===== src/rtl/input_conditioner.sv =====
// rtl/input_conditioner.sv - synchroniser, debouncer and press/jump-request logic for board inputs
//
// Conditions the raw slide switches and push-buttons before they reach the game
// logic. Every input is polarity-normalised, double-flop synchronised, debounced,
// and then turned into levels, single-cycle press pulses and a sticky jump request.
//
// Build option: INPUT_DEBOUNCE_EN
//   defined   - per-input stability counters; a level changes only after
//               DEBOUNCE_CYCLES consecutive cycles of a new value
//   undefined - counters removed; the debounced level follows the synchroniser
//
// Ports:
//   vga_clock    in   pixel clock, the only clock
//   reset        in   synchronous active-high reset
//   left_switch  in   raw pin, active-high
//   right_switch in   raw pin, active-high
//   jump_button  in   raw pin, polarity per BUTTON_ACTIVE_LOW
//   start_button in   raw pin, polarity per BUTTON_ACTIVE_LOW
//   jump_ack     in   game logic consumed the jump request
//   move_dir     out  2'b00 idle, 2'b01 right, 2'b10 left (both on gives idle)
//   jump_level   out  debounced jump level
//   jump_press   out  one-cycle pulse on debounced jump rising edge
//   jump_req     out  sticky jump request, cleared by jump_ack
//   start_press  out  one-cycle pulse on debounced start rising edge

module input_conditioner #(
  parameter int DEBOUNCE_CYCLES   = 250000,
  parameter bit BUTTON_ACTIVE_LOW = 1'b1
) (
  input  logic       vga_clock,
  input  logic       reset,
  input  logic       left_switch,
  input  logic       right_switch,
  input  logic       jump_button,
  input  logic       start_button,
  input  logic       jump_ack,
  output logic [1:0] move_dir,
  output logic       jump_level,
  output logic       jump_press,
  output logic       jump_req,
  output logic       start_press
);

  // Bit positions of each input in the per-input vectors.
  localparam int IdxLeft  = 0;
  localparam int IdxRight = 1;
  localparam int IdxJump  = 2;
  localparam int IdxStart = 3;

  logic [3:0] pin_act;
  logic [3:0] s1_q;
  logic [3:0] s2_q;
  logic [3:0] db_q;
  logic [3:0] db_d;
  logic [1:0] press_q;       // [0] jump, [1] start
  logic [1:0] press_d;
  logic       jump_req_q;
  logic       jump_req_d;
  logic [1:0] move_dir_q;
  logic [1:0] move_dir_d;

  // Normalise to active-high before synchronising so every flop after this
  // point resets to the released level (0).
  assign pin_act = {start_button ^ BUTTON_ACTIVE_LOW,
                    jump_button  ^ BUTTON_ACTIVE_LOW,
                    right_switch,
                    left_switch};

`ifdef INPUT_DEBOUNCE_EN
  localparam int CntW = (DEBOUNCE_CYCLES > 1) ? $clog2(DEBOUNCE_CYCLES) : 1;
  localparam logic [CntW-1:0] CntMax = CntW'(DEBOUNCE_CYCLES - 1);

  logic [CntW-1:0] cnt_q [4];
  logic [CntW-1:0] cnt_d [4];

  // Any cycle where s2 agrees with db restarts the count, so a glitch shorter
  // than DEBOUNCE_CYCLES never reaches db.
  always_comb begin
    for (int i = 0; i < 4; i++) begin
      db_d[i]  = db_q[i];
      cnt_d[i] = '0;
      if (s2_q[i] == db_q[i]) begin
        cnt_d[i] = '0;
      end else if (cnt_q[i] == CntMax) begin
        db_d[i]  = s2_q[i];
      end else begin
        cnt_d[i] = cnt_q[i] + 1'b1;
      end
    end
  end

  always_ff @(posedge vga_clock) begin
    for (int i = 0; i < 4; i++) begin
      if (reset) begin
        cnt_q[i] <= '0;
      end else begin
        cnt_q[i] <= cnt_d[i];
      end
    end
  end
`else
  // Without counters the debounced level is just the synchroniser output,
  // delayed one more flop; the cycle count parameter has no effect.
  if (DEBOUNCE_CYCLES < 1) begin : g_debounce_cycles_ignored
  end

  assign db_d = s2_q;
`endif

  // Pulses are computed from the next debounced value so they line up with the
  // edge where db rises rather than one cycle later.
  assign press_d    = db_d[IdxStart:IdxJump] & ~db_q[IdxStart:IdxJump];
  // Set has priority over acknowledge on the same edge.
  assign jump_req_d = press_d[0] | (jump_req_q & ~jump_ack);
  assign move_dir_d = {db_q[IdxLeft] & ~db_q[IdxRight],
                       db_q[IdxRight] & ~db_q[IdxLeft]};

  always_ff @(posedge vga_clock) begin
    if (reset) begin
      s1_q       <= '0;
      s2_q       <= '0;
      db_q       <= '0;
      press_q    <= '0;
      jump_req_q <= 1'b0;
      move_dir_q <= '0;
    end else begin
      s1_q       <= pin_act;
      s2_q       <= s1_q;
      db_q       <= db_d;
      press_q    <= press_d;
      jump_req_q <= jump_req_d;
      move_dir_q <= move_dir_d;
    end
  end

  assign move_dir    = move_dir_q;
  assign jump_level  = db_q[IdxJump];
  assign jump_press  = press_q[0];
  assign start_press = press_q[1];
  assign jump_req    = jump_req_q;

endmodule


===== config.mk =====
export PLATFORM = sky130hd
export DESIGN_NAME = input_conditioner
export DESIGN_NICKNAME = d
export VERILOG_FILES = /design/src/rtl/input_conditioner.sv
export SDC_FILE = /design/constraint.sdc
export NUM_CORES = 1
export LEC_CHECK = 0
export BUFFER_PORTS_ARGS = -buffer_cell sky130_fd_sc_hd__buf_4
export CELL_PAD_IN_SITES_DETAIL_PLACEMENT = 1
export CELL_PAD_IN_SITES_GLOBAL_PLACEMENT = 1
export CORE_AREA = 2 2 39 41
export DETAILED_ROUTE_END_ITERATION = 6
export DIE_AREA = 0 0 41 43
export HOLD_SLACK_MARGIN = 0.08
export PLACE_DENSITY = 0.69
export REMOVE_ABC_BUFFERS = 1
export SLEW_MARGIN = 20
export SYNTH_ARGS = -nofsm -noshare
export SYNTH_HDL_FRONTEND = slang
export SYNTH_SLANG_ARGS = --single-unit

===== constraint.sdc =====
create_clock -name vga_clock -period 1.2 [get_ports vga_clock]
set_input_delay 0.24 -clock vga_clock [delete_from_list [all_inputs] [get_ports vga_clock]]
set_output_delay 0.24 -clock vga_clock [all_outputs]
set_load 0.05 [all_outputs]

After elaboration in Yosys (flattened, before gate mapping)
Cells that the tools add are included.

storage, ports and cells
  logic and storage cells = 17
  input port bits = 7
  bits in registers = 17
  output and inout bits = 6

cells by class
  bitwise logic cells = 11

operators by type and width
  kind               count
  1-bit NOT          5
  1-bit bitwise AND  3
  2-bit bitwise AND  1
  2-bit NOT          1
  1-bit OR           1

Depth between registers and ports, before layout
Gate-level depths: netlist of run 1.

  word-level depth = 3
  mapped depth = 2
  depth with buffers taken out = 2

Worst setup path after synthesis of run 1
No wires, ideal clock.

  path type = reg2reg
  from = register db_q[2]
  to = register jump_req_q, in the netlist jump_req
  clock period less this slack = 0.954 ns
  arrival time = 0.839 ns
  library setup time = 0.115 ns
  path slack = 0.246 ns
  required time = 1.085 ns
  buffers on the path = 0
  cell stages (with the launch flop) = 3
  cell sequence = dfxtp_1 or2b_1 a21oi_2

between the ends
  longest elaborated chain between the ends = 3

ends and longest elaborated chain
  what                    RTL line  text
  start, declared         53        logic [3:0] db_q;
  start signal, assigned  122       db_q <= '0;
  start signal, assigned  129       db_q <= db_d;
  2-bit NOT               112       assign press_d = db_d[IdxStart:IdxJump] & ~db_q[IdxStart:IdxJump];
  2-bit bitwise AND       112
  1-bit OR                114       assign jump_req_d = press_d[0] | (jump_req_q & ~jump_ack);
  end signal, assigned    131       jump_req_q <= jump_req_d;
  end, declared           57        logic jump_req_q;

No other way between the ends.
A chain may end at the register's enable or synchronous reset.

Worst setup path after layout of run 1
  from = register jump_req_q, in the netlist jump_req
  to = output jump_req

RTL lines
  what           RTL line  text
  end, declared  40        output logic jump_req,

No word-level cell between the ends.

==> impl_metrics.yaml, run 1 <==
run_status:
  outcome: "finished, final reports clean"
placement:
  gp_congestion: 0.5433
  port_buffers: 12
  pre_cts_slack_ps: 447.1
final_layout:
  finalNetCount: 61
  antennaDiodeCount: 0
  layout-drive-gt1-share_pct: 35.85
  area_growth_pct: 27.76
critical_path:
  critPathTopFamily: "flip-flops"
  crit_cells: 1
  path_cells: "buf_4"
  cp-end-kind: "primary output"
  cpPeakStageDelay_ps: 340
  reg2reg_depth: 2
  ff2ff_setup_slack_ps: 450
  cp.arrival_ps: 820
  crit_type: "flop to primary output"
  required_ps: 960
  slowest_stage: "dfxtp_1"
  regToRegEndpoint: "jump_req"
  timing.rr.start: "db_d[2]"
  path_max_fanout: 2
  start_kind: "flop"
  crit_buf_inv: 1
hold_path:
  min_to: "s1_q[2]"
  hp-start: "jump_button"
  holdCritPathClass: "primary input to flop"
  whs_path_depth: 2
routing:
  drt_iter0_drc: 0
  drc: 0
  wl_per_cell_um: 8.391
  wl_um: 579
  vias: 286
  drtPass1Iterations: 1
  avgViaCountPerCell: 4.145
  ant_nets: 0
clocking:
  cts-buffers-inserted: 3
  cts_max_level: 1
  worstSkewPairLatency_ps: 280
  cts_tree: "done"
  cts.path.max_buffers: 2
  clock-sinks: 17
  clk_pin_slew_ps: 80
  cts.repair.resized: 0
  ctsRootBufferMaster: "clkbuf_4"
power_and_ir_drop:
  vdd_drop_max_mv: 0.7137
  clkPwrFrac_pct: 30.0
  switching_power_uw: 192.8
  sw_frac_of_total_pct: 20.55
  comb_power_share_pct: 7.2
  powerDensity_nw_per_um2: 1509
  p_leak_uw: 0.0002796
  power.share.sequential_pct: 62.8
  power.internal_uw: 745.7
timing:
  setup_ws_ps: 142.4
  layout_min_cycle_time_ps: 1058
  finalSetupViolCount: 0
  relSlewSlack_pct: 88.95
  rsz0062_at_grt: "false"
  max_freq_ghz: 0.9455
  setup_tns_ps: 0
  hold_viol_final: 0
  period_share_pct: 88.13
  tightest_slew_ps: 165.8
  skew_ps: 0.9604
  slew_viol_final: 0
grt:
  overflow: 0
  grt_antenna_before_repair: 0
  grt_pass1_vias: 240
  grt_start_max_net_pins: 17
  track_usage_pct: 9.359
  grt_pass1_wl_um: 972
synth:
  yosys-top-cells-count: "dfxtp_1 (17), nor2b_1 (6), and2b_1 (4), nor2_1 (3), nor3b_2 (2)"
  yosys.area.top_type: "dfxtp_1"
  synth_seq_cells: 17
  yosys_most_used_dff: "dfxtp_1"
  synth-warning-count: 0
  synth_sequential_area_ratio_pct: 69.92
  synthTopCellsByArea: "dfxtp_1 (70%), nor2b_1 (7.7%), and2b_1 (6.2%)"
  synth_top_area_share_pct: 69.92
  yosysUniqueCellTypes: 10
  yosysMostFrequentCell: "dfxtp_1"
  async_flop_share_pct: 0
  synth.avg_cell_area_um2: 13.15
  syn_inst: 37
  synth_edf_count: 0
  syn_area_um2: 486.7
flow_run:
  maxCapViolCount: 0
floorplan:
  row_count: 14
  coreArea_um2: 1384
  die_area_um2: 1763
  die_height_um: 43
  io_pins: 13
  fp.dieW_um: 41
  start_util_pct: 35.17
## timing repair
item                                    in CTS  in global routing
setup buffers                                0                  0
endpoints found under the setup margin       0                  0
hold buffers                                 0                  1
endpoints found under the hold margin        0                  1
## logic make-up (layout without fill, tap and decap cells)
group                  after synthesis  after routing  synth area share (%)
buffers and inverters                1             17                 2.313
and+or+nand+nor                     18             18                 25.97
AOI/OAI and AO/OA                    1              1                 1.800
DFF                                 17             17                 69.92
## per-stage QoR
step	std cells	instance area, um2	total power (uW)	hold WS, ps	utilization, %
floorplan	36	475.5	635.9	302.4	-
global placement	64	585.6	666.0	372.1	42.31
detailed placement	64	585.6	669.1	382.3	42.31
CTS	68	611.8	956.4	95.09	44.21
global route	69	621.8	1002	83.20	44.94
finish	69	621.8	938.5	104.1	44.94
## power by group through the flow
stage               clock network (uW)  registers [uW]  logic (uW)
floorplan                            0             619        16.6
CTS                                300             590        66.4
detailed placement                   0             603        66.2
global route                       337             592        73.5
finish                             282             589        67.4
global placement                     0             602        64.4
## cell type report
cell class | count | area, um2
clock buffer | 4 | 26.28
fill | 157 | 762.0
multi-input combinational | 19 | 135.1
sequential | 17 | 340.3
tap | 16 | 20.02
timing repair buffer | 13 | 100.1
## per-layer routing
| metal | GRT usage [%] | wire length, um | vias to the layer above |
|---|---|---|---|
| met5 | 0 | 0 | - |
| li1 | - | - | 146 |
| met1 | 10.40 | 256 | 125 |
| met3 | 6.283 | 43 | 4 |
| met2 | 10.63 | 252 | 11 |
| met4 | 10.00 | 26 | 0 |
## flip-flops by register name, indices dropped and copies added, names as in the netlist
signal,cells
db_d,4
db_q,4
jump_req,1
move_dir,2
press_q,2
s1_q,4
## layout by cell type, fill, tap and decap left out
master	n
clkbuf_4	3
buf_4	12
clkbuf_1	1
nor2_1	3
a21oi_2	1
dfxtp_1	17
or2b_1	1
nor3b_2	2
and2b_1	4
nand2b_1	1
nor2b_1	6
dlygate4sd3_1	1
nor2b_2	1
## worst max-delay path by stage
stage,startpoint,to,slack (ps)
3_3_place_gp,reset,db_q[1],460
5_1_grt,jump_req,jump_req,80
2_1_floorplan,db_q[2],jump_req,250
6_report,jump_req,jump_req,140
3_5_place_dp,jump_req,jump_req,450
4_1_cts,jump_req,jump_req,130
(Power assumes the default switching activity.)
==> run 2: changes to the inputs <==
- CELL_PAD_IN_SITES_DETAIL_PLACEMENT: 1 -> 0
- CTS_BUF_LIST: unset -> sky130_fd_sc_hd__clkbuf_4 sky130_fd_sc_hd__clkbuf_8
==> run 2 against run 1 <==
Against the previous run: die area is the same; count of clock-buffer cells in the layout is the same; cell count shrank 1.4%; via count shrank 3.1%; critical path type unchanged; largest power group unchanged; highest routed layer unchanged.
==> impl_metrics.yaml, run 2 (synthesis results as in run 1) <==
final_layout:
  design_area_um2: 615.6
  final_cell_mix: "dfxtp_1 (17), buf_4 (12), nor2b_1 (6), and2b_1 (4), clkbuf_4 (4)"
  antennaDiodeCount: 0
  fillCellCount: 148
  final_common_cell: "dfxtp_1"
  area_growth_pct: 26.48
  layout-drive-gt1-share_pct: 38.46
  fin_cells: 68
  finalNetCount: 60
power_and_ir_drop:
  powerDensity_nw_per_um2: 1558
  power.internal_uw: 766.2
  sw_frac_of_total_pct: 20.12
  power.share.sequential_pct: 61.4
  switching_power_uw: 193.0
  comb_power_share_pct: 6.7
  p_leak_uw: 0.0002789
  clkPwrFrac_pct: 31.9
  power_uw: 959.2
  vdd_drop_max_mv: 0.7614
critical_path:
  crit_buf_inv: 1
  crit_cells: 1
  cp-end-kind: "primary output"
  path_cells: "buf_4"
  cpPeakStageDelay_ps: 340
  slowest_stage: "dfxtp_1"
  critPathTopFamily: "flip-flops"
  cp.arrival_ps: 810
  crit_type: "flop to primary output"
  reg2reg_depth: 2
  required_ps: 960
  start_kind: "flop"
  path_max_fanout: 2
routing:
  avgViaCountPerCell: 4.074
  ant_nets: 0
  wl_per_cell_um: 7.618
  drtPass1Iterations: 1
  wl_um: 518
  vias: 277
  drc: 0
  drt_iter0_drc: 0
timing:
  period_share_pct: 87.59
  slew_viol_final: 0
  max_freq_ghz: 0.9514
  tightest_slew_ps: 163.2
  timing.hold.ws_ps: 101.2
  rsz0062_at_grt: "false"
  skew_ps: 3.894
  hold_viol_final: 0
  finalSetupViolCount: 0
  relSlewSlack_pct: 89.12
  setup_tns_ps: 0
  layout_min_cycle_time_ps: 1051
grt:
  grt_antenna_before_repair: 0
  grt_start_max_net_pins: 17
  grt_pass1_vias: 211
  overflow: 0
  grt_pass1_wl_um: 855
  track_usage_pct: 7.927
clocking:
  ctsRootBufferMaster: "clkbuf_4"
  cts.path.max_buffers: 2
  worstSkewPairLatency_ps: 280
  post-cts-setup-buffers: 0
  hold_buffers: 0
  clk_pin_slew_ps: 90
  cts-buffers-inserted: 3
  clock-sinks: 17
  cts_max_level: 1
  cts.repair.resized: 0
  cts_tree: "done"
flow_run:
  maxCapViolCount: 0
floorplan:
  die_area_um2: 1763
  fp.dieW_um: 41
  die_height_um: 43
  io_pins: 13
  start_util_pct: 35.17
  coreArea_um2: 1384
  row_count: 14
run_status:
  outcome: "finished, final reports clean"
placement:
  place_area_um2: 585.6
  port_buffers: 12
  gp_congestion: 0.5433
  dp.cells: 64
hold_path:
  holdCritPathClass: "primary input to flop"
  whs_path_depth: 2
-- run 2: cell types whose count changed in the layout (fill, tap and decap cells not counted), sizes merged --
| cell | before | now |
|---|---|---|
| dlygate4sd3 | 1 | 0 |
-- run 2: cell type report --
type | instances | area [um2] | area share (%)
repair buffers | 12 | 90.09 | 14.63
flip-flops and latches | 17 | 340.3 | 55.28
multi-input cells | 19 | 135.1 | 21.95
clock buffers | 4 | 30.03 | 4.878
well taps | 16 | 20.02 | 3.252
-- run 2: worst paths after layout --
kind,from,to,slack (ps)
max,jump_req,jump_req,150
min,jump_button,s1_q[2],100
max reg2reg,db_d[2],jump_req,470
min reg2reg,db_q[3],press_q[1],390
-- run 2: power by group through the flow --
stage / clock network, uW / logic [uW] / registers [uW]
after detailed placement: 0 / 65.5 / 603
final: 306 / 64.3 / 589
after floorplan: 0 / 16.6 / 619
after CTS: 329 / 65.5 / 589
after global routing: 355 / 69.7 / 592
after global placement: 0 / 64.4 / 602
-- run 2: metrics by stage --
stage	worst slack [ps]	utilization, %
after floorplan	246.0	-
after global placement	462.1	42.31
after detailed placement	452.1	42.31
after CTS	123.8	44.48
after global routing	92.17	44.48
final	148.9	44.48
-- run 2: metal layers --
| layer | GRT usage (%) | vias up | share of wire, % |
|---|---|---|---|
| met1 | 11.04 | 121 | 43 |
| li1 | - | 145 | - |
| met2 | 7.500 | 9 | 46 |
| met4 | 10.00 | 0 | 1.7 |
| met3 | 3.141 | 2 | 8.9 |
| met5 | 0 | - | 0 |
==> run 3: changes to the inputs <==
- CORE_AREA: 2 2 39 41 -> 2 2 46 44
- DIE_AREA: 0 0 41 43 -> 0 0 48 46
- PLACE_DENSITY: 0.69 -> 0.56
==> run 3 against run 2 <==
Against the previous run: count of clock-buffer cells in the layout fell by 1; global-route usage fell by 1.3 points; non-clock buffer count rose by 1; hold slack got worse by 5.8 ps; largest cell class unchanged; cell count rose by 15%; combinational power rose by 4.0%; power fell by 0.57%; first-iteration DRC count did not move.
==> impl_metrics.yaml, run 3 (synthesis results as in run 1) <==
run_status:
  outcome: "finished, final reports clean"
hold_path:
  hp-start: "jump_button"
  holdCritPathClass: "primary input to flop"
  whs_path_depth: 2
clocking:
  cts_tree: "done"
  clock-sinks: 17
  cts-buffers-inserted: 3
  cts.path.max_buffers: 2
  worstSkewPairLatency_ps: 280
  cts_max_level: 1
  ctsRootBufferMaster: "clkbuf_4"
  post-cts-setup-buffers: 0
  clk_pin_slew_ps: 90
floorplan:
  die_area_um2: 2208
  fp.dieW_um: 48
  row_count: 15
  io_pins: 13
  coreArea_um2: 1783
  die_height_um: 46
  start_util_pct: 27.30
power_and_ir_drop:
  powerDensity_nw_per_um2: 1504
  p_leak_uw: 0.0002824
  power_uw: 953.8
  vdd_drop_max_mv: 0.4898
timing:
  relSlewSlack_pct: 88.75
  max_freq_ghz: 0.9439
  skew_ps: 2.387
  setup_tns_ps: 0
  layout_min_cycle_time_ps: 1059
  hold_viol_final: 0
  slew_viol_final: 0
  rsz0062_at_grt: "false"
  finalSetupViolCount: 0
  period_share_pct: 88.29
  tightest_slew_ps: 168.7
critical_path:
  cp.arrival_ps: 820
  required_ps: 960
  crit_start: "jump_req"
  cpPeakStageDelay_ps: 340
  crit_cells: 1
  slowest_stage: "dfxtp_1"
  path_cells: "buf_4"
  start_kind: "flop"
  reg2reg_depth: 2
  path_max_fanout: 2
  cp-end-kind: "primary output"
  critPathTopFamily: "flip-flops"
  crit_type: "flop to primary output"
  crit_buf_inv: 1
  timing.rr.start: "db_d[2]"
final_layout:
  final_common_cell: "dfxtp_1"
  layout-drive-gt1-share_pct: 37.74
  area_growth_pct: 30.33
  antennaDiodeCount: 0
  finalNetCount: 61
  final_cell_mix: "dfxtp_1 (17), buf_4 (12), nor2b_1 (6), and2b_1 (4)"
routing:
  drtPass1Iterations: 1
  drc: 0
  wl_um: 582
  ant_nets: 0
  vias: 270
  drt_iter0_drc: 0
  wl_per_cell_um: 7.462
  avgViaCountPerCell: 3.462
placement:
  gp_congestion: 0.6227
  port_buffers: 12
grt:
  grt_pass1_vias: 225
  grt_start_max_net_pins: 17
  grt_antenna_before_repair: 0
  overflow: 0
  grt_pass1_wl_um: 883
  track_usage_pct: 6.577
flow_run:
  maxCapViolCount: 0
[run 3: final cells by class]
type                    instances  area [um2]
clock buffers                   3       22.52
clock inverters                 1       5.005
flip-flops and latches         17       340.3
fillers                       187        1149
repair buffers                 13       100.1
well taps                      25       31.28
multi-input cells              19       135.1
[run 3: layer usage]
metal	vias up	track usage, %	wire length (um)	share of wire [%]
met3	4	1.190	37	6.4
met2	13	7.733	229	39
met5	-	0	0	0
li1	147	-	-	-
met1	106	7.229	275	47
met4	0	11.35	40	6.9
[run 3: worst paths after layout]
check	slack [ps]	endpoint
worst min register to register	380	press_q[1]
worst max register to register	460	jump_req
worst max-delay path	140	jump_req
worst min-delay path	100	s1_q[2]
[run 3: through the flow]
step                hold WS (ps)  cell area, um2  cells  utilization [%]  setup WS, ps
floorplan                  302.4           475.5     36                -         246.0
global placement           371.3           596.8     73            33.47         448.2
detailed placement         377.4           596.8     73            33.47         443.0
CTS                        84.71           624.3     77            35.02         120.8
global route               80.30           634.4     78            35.58         83.67
finish                     95.40           634.4     78            35.58         140.6
[run 3: worst register-to-register path, cell delays in order, from the launching register on]
cell and delay (ps):
dfxtp_1 330, or2b_1 250, a21oi_2 110
[run 3: timing repair]
item | in CTS | in global routing
hold buffers | 0 | 1
hold endpoints to repair | 0 | 1
gates resized for setup | 0 | 0
[run 3: power breakdown]
| group | switching (uW) | total, uW | leakage (uW) | internal, uW |
|---|---|---|---|---|
| Combinational | 33.9 | 66.9 | 0.000125 | 33.0 |
| Sequential | 5.08 | 589 | 0.000139 | 584 |
| Clock | 174 | 298 | 0.0000177 | 124 |
| Total | 213 | 954 | 0.000282 | 741 |
